File: src/rtl/dcache_write_responder.sv
// dcache_write_responder: store-commit write responder with an in-order write buffer draining to memory.
// Ports: clk/rst (async active-high); dcWrite*_i request from the store committer,
// dcWriteBusy_o/dcWriteReqAck_o/dcWriteHit_o responses; writeBufferEmpty_o;
// memWrite*_o drain request held until memWriteAck_i.
// Define RSD_DCACHE_WRITE_COMBINE_EN to merge cacheable same-line writes into the youngest entry.
module dcache_write_responder #(
  parameter int ADDR_WIDTH = 32,
  parameter int LINE_BYTES = 16,
  parameter int BUF_DEPTH = 4
) (
  input  logic                    clk,
  input  logic                    rst,
  input  logic                    dcWriteReq_i,
  input  logic [ADDR_WIDTH-1:0]   dcWriteAddr_i,
  input  logic [LINE_BYTES*8-1:0] dcWriteData_i,
  input  logic [LINE_BYTES-1:0]   dcWriteByteWE_i,
  input  logic                    dcWriteUncachable_i,
  output logic                    dcWriteBusy_o,
  output logic                    dcWriteReqAck_o,
  output logic                    dcWriteHit_o,
  output logic                    writeBufferEmpty_o,
  output logic                    memWriteReq_o,
  output logic [ADDR_WIDTH-1:0]   memWriteAddr_o,
  output logic [LINE_BYTES*8-1:0] memWriteData_o,
  output logic [LINE_BYTES-1:0]   memWriteByteWE_o,
  output logic                    memWriteUncachable_o,
  input  logic                    memWriteAck_i
);
  localparam int PW = $clog2(BUF_DEPTH);
  localparam int CW = $clog2(BUF_DEPTH + 1);
  localparam int DW = LINE_BYTES * 8;
  localparam logic [ADDR_WIDTH-1:0] LINE_MASK = ~ADDR_WIDTH'(LINE_BYTES - 1);
  typedef enum logic {IDLE, ISSUE} state_t;
  state_t state_q, state_d;
  logic [PW-1:0] head_q, head_d, tail_q, tail_d, wr_idx;
  logic [CW-1:0] count_q, count_d;
  logic [ADDR_WIDTH-1:0] addr_q [BUF_DEPTH];
  logic [DW-1:0] data_q [BUF_DEPTH];
  logic [LINE_BYTES-1:0] be_q [BUF_DEPTH];
  logic [BUF_DEPTH-1:0] unc_q;
  logic ack_q, hit_q, munc_q, munc_d, accept, merge, load, pop;
  logic [ADDR_WIDTH-1:0] maddr_q, maddr_d;
  logic [DW-1:0] mdata_q, mdata_d, wr_data, head_data;
  logic [LINE_BYTES-1:0] mbe_q, mbe_d, wr_be, head_be;
  assign dcWriteBusy_o = count_q == CW'(BUF_DEPTH);
  assign accept = dcWriteReq_i && !dcWriteBusy_o;
  assign load = state_q == IDLE && count_q != '0;
  assign pop = state_q == ISSUE && memWriteAck_i;
`ifdef RSD_DCACHE_WRITE_COMBINE_EN
  logic [PW-1:0] young;
  assign young = tail_q - PW'(1);
  assign merge = accept && count_q != '0 && addr_q[young] == (dcWriteAddr_i & LINE_MASK) &&
                 !unc_q[young] && !dcWriteUncachable_i && !(young == head_q && state_q == ISSUE);
  always_comb begin
    wr_data = dcWriteData_i;
    for (int b = 0; b < LINE_BYTES; b++)
      wr_data[b*8 +: 8] = (merge && !dcWriteByteWE_i[b]) ? data_q[young][b*8 +: 8] : dcWriteData_i[b*8 +: 8];
  end
  assign wr_be = merge ? (be_q[young] | dcWriteByteWE_i) : dcWriteByteWE_i;
  assign wr_idx = merge ? young : tail_q;
  // A merge into the head while IDLE coincides with the head being latched for drain,
  // so the drain must see the merged line rather than the stale one.
  assign head_data = (merge && young == head_q) ? wr_data : data_q[head_q];
  assign head_be = (merge && young == head_q) ? wr_be : be_q[head_q];
`else
  assign merge = 1'b0;
  assign wr_data = dcWriteData_i;
  assign wr_be = dcWriteByteWE_i;
  assign wr_idx = tail_q;
  assign head_data = data_q[head_q];
  assign head_be = be_q[head_q];
`endif
  always_comb begin
    state_d = load ? ISSUE : pop ? IDLE : state_q;
    head_d = pop ? head_q + PW'(1) : head_q;
    tail_d = (accept && !merge) ? tail_q + PW'(1) : tail_q;
    count_d = count_q + CW'(accept && !merge) - CW'(pop);
    maddr_d = load ? addr_q[head_q] : maddr_q;
    mdata_d = load ? head_data : mdata_q;
    mbe_d = load ? head_be : mbe_q;
    munc_d = load ? unc_q[head_q] : munc_q;
  end
  always_ff @(posedge clk)
    if (accept) begin
      addr_q[wr_idx] <= dcWriteAddr_i & LINE_MASK;
      data_q[wr_idx] <= wr_data;
      be_q[wr_idx] <= wr_be;
      unc_q[wr_idx] <= dcWriteUncachable_i;
    end
  always_ff @(posedge clk or posedge rst)
    if (rst) begin
      state_q <= IDLE;
      head_q <= '0;
      tail_q <= '0;
      count_q <= '0;
      ack_q <= 1'b0;
      hit_q <= 1'b0;
      maddr_q <= '0;
      mdata_q <= '0;
      mbe_q <= '0;
      munc_q <= 1'b0;
    end else begin
      state_q <= state_d;
      head_q <= head_d;
      tail_q <= tail_d;
      count_q <= count_d;
      ack_q <= accept;
      hit_q <= merge;
      maddr_q <= maddr_d;
      mdata_q <= mdata_d;
      mbe_q <= mbe_d;
      munc_q <= munc_d;
    end
  assign dcWriteReqAck_o = ack_q;
  assign dcWriteHit_o = hit_q;
  assign writeBufferEmpty_o = count_q == '0;
  assign memWriteReq_o = state_q == ISSUE;
  assign memWriteAddr_o = maddr_q;
  assign memWriteData_o = mdata_q;
  assign memWriteByteWE_o = mbe_q;
  assign memWriteUncachable_o = munc_q;
endmodule

File: config.mk
export PLATFORM = sky130hd
export DESIGN_NAME = dcache_write_responder
export DESIGN_NICKNAME = d
export VERILOG_FILES = /design/src/rtl/dcache_write_responder.sv
export SDC_FILE = /design/constraint.sdc
export NUM_CORES = 1
export LEC_CHECK = 0
export BUFFER_PORTS_ARGS = -buffer_cell sky130_fd_sc_hd__buf_4
export CORE_MARGIN = 2
export CORE_UTILIZATION = 38
export DETAILED_ROUTE_END_ITERATION = 10
export PLACE_DENSITY = 0.59
export REMOVE_ABC_BUFFERS = 1
export SYNTH_ARGS = -nofsm -noshare
export SYNTH_HDL_FRONTEND = slang
export SYNTH_SLANG_ARGS = --single-unit
File: constraint.sdc
create_clock -name clk -period 13.9 [get_ports clk]
set_input_delay 1.39 -clock clk [delete_from_list [all_inputs] [get_ports clk]]
set_output_delay 1.39 -clock clk [all_outputs]
set_load 0.01 [all_outputs]
== After elaboration in Yosys (flattened, before gate mapping) ==
Memories as Yosys holds them, arrays and structs flattened. A register that Yosys moved wholly into a read port is not among the register bits.
Cells that the tools add are included.

* Output and inout port bits: 182
* Bits in writable memories: 688
* Input bits: 181
* Register bits: 46
* Word-level logic and storage cells: 37
* Memories: 3

* $lt $le $gt $ge: 3
* Muxes and demuxes: 9
* Bitwise logic cells: 1
* Eq/ne operators: 1
* $add $sub $neg: 4
* Reduce and logical (&&, ||, !) cells: 8

{| class="wikitable"
|+ Memories
! name !! words !! width !! read ports !! clocked after Yosys merged registers in !! write ports !! line !! text
|-
| data_q || 4 || 128 || 1 || 1 || 1 || 38 || <nowiki>logic [DW-1:0] data_q [BUF_DEPTH];</nowiki>
|-
| addr_q || 4 || 28 || 1 || 1 || 1 || 37 || <nowiki>logic [ADDR_WIDTH-1:0] addr_q [BUF_DEPTH];</nowiki>
|-
| be_q || 4 || 16 || 1 || 1 || 1 || 39 || <nowiki>logic [LINE_BYTES-1:0] be_q [BUF_DEPTH];</nowiki>
|}

{| class="wikitable"
|+ Operators with widths
! cell !! number
|-
| less-than comparator 2 x 3 -> 1 bit, second input constant || 2
|-
| 2-to-1 mux 1 bit || 6
|-
| adder 2 x 1 -> 2 bit, second input constant || 2
|-
| bitwise mux 4 bit || 1
|-
| logical AND 1 bit || 4
|-
| adder 3 x 1 -> 3 bit || 1
|-
| equality test 3 bit, second input constant || 1
|-
| zero test 3 bit || 1
|-
| nonzero test 3 bit || 1
|-
| subtractor 3 x 1 -> 3 bit || 1
|-
| binary-select mux 1 bit (select 2 bit) || 1
|-
| demux 1 bit (select 2 bit) || 1
|-
| >= comparator 2 x 1 -> 1 bit, second input constant || 1
|-
| nonzero test 2 bit || 1
|-
| zero test 1 bit || 1
|-
| NOT 1 bit || 1
|}

== Longest topological paths before layout ==
* Word-level depth: 5
* Mapped depth: 10
* Mapped depth without buffers: 9

== Worst setup path after synthesis ==
Ideal clock, no wire load.

* Path kind: input to register
* Start: input port dcWriteReq_i
* End: memory addr_q[0][0] (netlist bit), enable pin
* Stages: 3
* Arrival: 5.723 ns
* Path slack: 7.623 ns
* Path through: nor2b_1 -> clkbuf_1 -> and2_1

* Cells in the longest elaborated chain, start to end: 3

{| class="wikitable"
|+ Ends and longest elaborated chain
! element !! line !! text
|-
| start: declaration || 13 || <nowiki>input logic dcWriteReq_i,</nowiki>
|-
| logical AND 1 bit || 46 || <nowiki>assign accept = dcWriteReq_i && !dcWriteBusy_o;</nowiki>
|-
| net accept || 41 || <nowiki>logic ack_q, hit_q, munc_q, munc_d, accept, merge, load, pop;</nowiki>
|-
| 2-to-1 mux 1 bit || 84 || <nowiki>if (accept) begin</nowiki>
|-
| 2-to-1 mux 1 bit (implied by the code) || 85 || <nowiki>addr_q[wr_idx] <= dcWriteAddr_i & LINE_MASK;</nowiki>
|-
| end: declaration || 37 ||
|}

The timed path passes the listed nets, and every way through them passes these cells.

== Final worst setup path ==
* Start: input port dcWriteReq_i
* End: memory data_q[2][10] (netlist bit), enable pin

* Cells in the longest elaborated chain, start to end: 3

{| class="wikitable"
|+ Ends and longest elaborated chain
! element !! line !! text
|-
| logical AND 1 bit || 46 ||
|-
| 2-to-1 mux 1 bit || 84 ||
|-
| 2-to-1 mux 1 bit (implied by the code) || 86 || <nowiki>data_q[wr_idx] <= wr_data;</nowiki>
|-
| end: declaration || 38 ||
|}

No other way between the ends.

==> run summary <==
Compound-Gate Fraction of Synth Area: 0.0155%
Slew Limit Headroom: 30.3%
Initial antenna violation count: 8
VDD IR max: 0.117 mV
Worst R2R Start: count_q[2]
FF+latch area: 25300 sq um
Grt ovf: 0
Die Y: 296 microns
Synth-to-Final Area Change: 21.4%
Vias post-DR: 14400
Post-Synth Simple-Gate Area: 0.178%
Drt wl/cell: 23.4 microns
Main combinational cell family by area after synthesis: multiplexers
HP Start: memWriteData_o[40]
Post-Syn Instances: 1318
Fraction of layout cells with a size suffix above 1: 48.2%
Netlist cell types: 26
Share of the synthesized area in the top cell type: 64.3%
Slowest-stage cell, CP: and2_4
Clock Pin Slew Worst Setup and Hold Paths: 0.06 ns
Antenna Nets Post-Route: 0
Sequential Power Share: 43.4%
Setup Buffers After CTS: 0
Adder-cell share of the synthesized area: 0.294%
Multi-input logic area: 6470 sq um
Die W: 296 microns
Crit path from: dcWriteReq_i
Post-Synth XOR/XNOR Area: 0.135%
Clk root buf: clkbuf_16
#FFs+latches synth: 874
Worst endpoint required time: 14.15 ns
DP Worst Slack: 9.17 ns
Status: finished, final reports clean
Worst-skew pair later-pin latency: 0.64 ns
Max Freq: 251 MHz
Final Max Tran Viols: 0
Switching fraction of total power: 27.9%
Pre-antenna DRT Iters: 4
Final core utilization: 46.8%
Comb pwr share: 28.7%
CP bufs+invs: 3
Final setup TNS: 0 ns
Reg2reg setup slack: 10.19 ns
Post-route DRC: 0
Final #Nets: 1919
Gpl congestion: 0.721
Die Area: 87400 sq um
Post-CTS sizing: 0
Worst path arrival time: 4.24 ns
Via-to-Cell Ratio: 4.88
Sequential fraction of the synthesis area: 78.4%
Min-Delay Path Class: flop to flop
Element type at the critical path end: flop
Clock group share of total power: 27.9%
Largest net degree at the start of global routing: 87
Port Buffer Count: 353
Initial DRC count: 677
Synth Warn #: 0
Slowest cell delay on critical path: 0.82 ns
Maximum clock path buffer count: 3
H-tree depth: 3
Psw: 2490 uW
Post-Synthesis Cell Area: 32300 sq um
Final period util: 28.7%
Worst path cell trace: buf_4, nor2b_1, and2_4, buf_4, buf_4
Clock Skew: 0.0241 ns
CTS hold repair buffers: 0
Initial core utilization: 38.5%
Dpl cells: 2769
Unrepaired setup endpoints after global routing: no
Count of final setup violators: 0
I/O pins: 363
Mux contribution to synthesized area: 19.3%
Fin worst setup slack: 9.91 ns
Startpoint types: primary input
Non-Filler Instances: 2948
Clock tree from TritonCTS: yes
CTS buffer count: 94
Fillers: 7018
Total of max-cap violations: 0
Dpl hpwl: 39100 microns
First-pass GRT wire length: 102000 microns
Worst-margin pin slew: 1.05 ns
Largest cells by area after synthesis: edfxtp_1 64%, dfrtp_1 14%, mux4_2 12%
Min Tclk post-route: 3.99 ns
Synth Area per Inst: 24.5 sq um
Final hold violations: 0
Delay-heaviest family, CP: buffers and inverters
Internal Power: 6420 uW
Leakage Power: 0.0141 uW
PwrDens: 227 nW/um^2
Number of global-route vias before repair: 16000
Overall Global Routing Usage: 15.9%
Routed WL: 69000 microns
CTS sink cnt: 874
Most area-hungry cell type in the Yosys netlist: edfxtp_1
Worst setup path class: primary input to flop
Critical path's most frequent cell: buf_4
Core ar.: 84000 sq um
Crit path max fanout: 49
Rows: 106
[power groups by stage]
stage	sequential [uW]	clock (uW)	combinational, uW
6_report	3870	2490	2560
5_1_grt	3940	2660	2760
4_1_cts	3880	2570	2650
3_5_place_dp	3930	0	2640
3_3_place_gp	3900	0	2610
2_1_floorplan	4180	0	1770
[per-layer routing]
metal	track usage [%]	part of all wire (%)
met1	19.8	40
met2	27.3	51
met3	4.14	5.9
met4	4.98	2.7
met5	0	0.12
[logic make-up after synthesis]
group / count (synthesis)
buf+inv: 73
compound gates: 1
flops: 874
fa+ha+maj: 7
other cells: 1
mux: 347
xor+xnor: 5
simple gates: 10
[registers in the layout (all words and copies together) (netlist names)]
| register | count |
|---|---|
| be_q | 64 |
| memWriteUncachable_o | 1 |
| tail_q | 2 |
| unc_q | 4 |
| data_q | 512 |
| memWriteData_o | 128 |
| head_q | 2 |
| count_q | 3 |
| addr_q | 112 |
| memWriteByteWE_o | 16 |
| memWriteAddr_o | 28 |
| memWriteReq_o | 1 |
| dcWriteReqAck_o | 1 |
[through the flow]
stage | instance area (sq um) | total power (uW) | hold WS [ns]
after CTS | 39300 | 9100 | 0.510
after floorplan | 31800 | 5950 | 0.503
final | 39300 | 8910 | 0.506
after global placement | 36100 | 6510 | 0.492
after global routing | 39300 | 9370 | 0.521
after detailed placement | 36100 | 6570 | 0.494
[area by class of cell]
class / instances / area share (%)
flip-flops and latches: 874 / 64.5
diodes: 3 / 0.0191
repair buffers: 378 / 7.23
clock buffers: 141 / 7.04
clock inverters: 35 / 0.991
multi-input cells: 375 / 16.5
inverters: 8 / 0.0956
well taps: 1134 / 3.61
[layout by cell type (no fill, tap or decap), drive strengths merged, types with 3 or more instances in the layout]
cell	netlist	routed
inv	8	11
xnor2	4	4
bufinv	0	5
dfrtp	182	182
buf	60	378
mux2	174	174
clkbuf	5	141
mux4	173	173
diode	0	3
conb	1	5
edfxtp	692	692
clkinv	0	26
ha	6	6
and2	5	5
[cells in the mapped netlist]
cell type,count
a21oi_1,1
and2_0,1
and2_1,4
buf_1,9
buf_12,11
buf_2,28
buf_4,5
buf_6,6
buf_8,1
clkbuf_1,5
conb_1,1
dfrtp_1,182
edfxtp_1,692
fa_1,1
ha_1,6
inv_1,8
mux2_2,74
mux2_4,100
mux4_2,173
nand2_1,1
nor2_1,1
nor2b_1,1
nor3_1,1
nor3b_1,1
xnor2_1,4
xor2_1,1
[final timing paths]
kind | to | cells past startpoint
worst max-delay path | data_q[2][10] | 5
worst min-delay path | memWriteData_o[40] | 1
worst max register to register | data_q[2][10] | 5
worst min register to register | memWriteData_o[40] | 1
max in group asynchronous | memWriteData_o[10] | 3
min in group asynchronous | memWriteAddr_o[14] | 2
(Power assumes the default switching activity.)
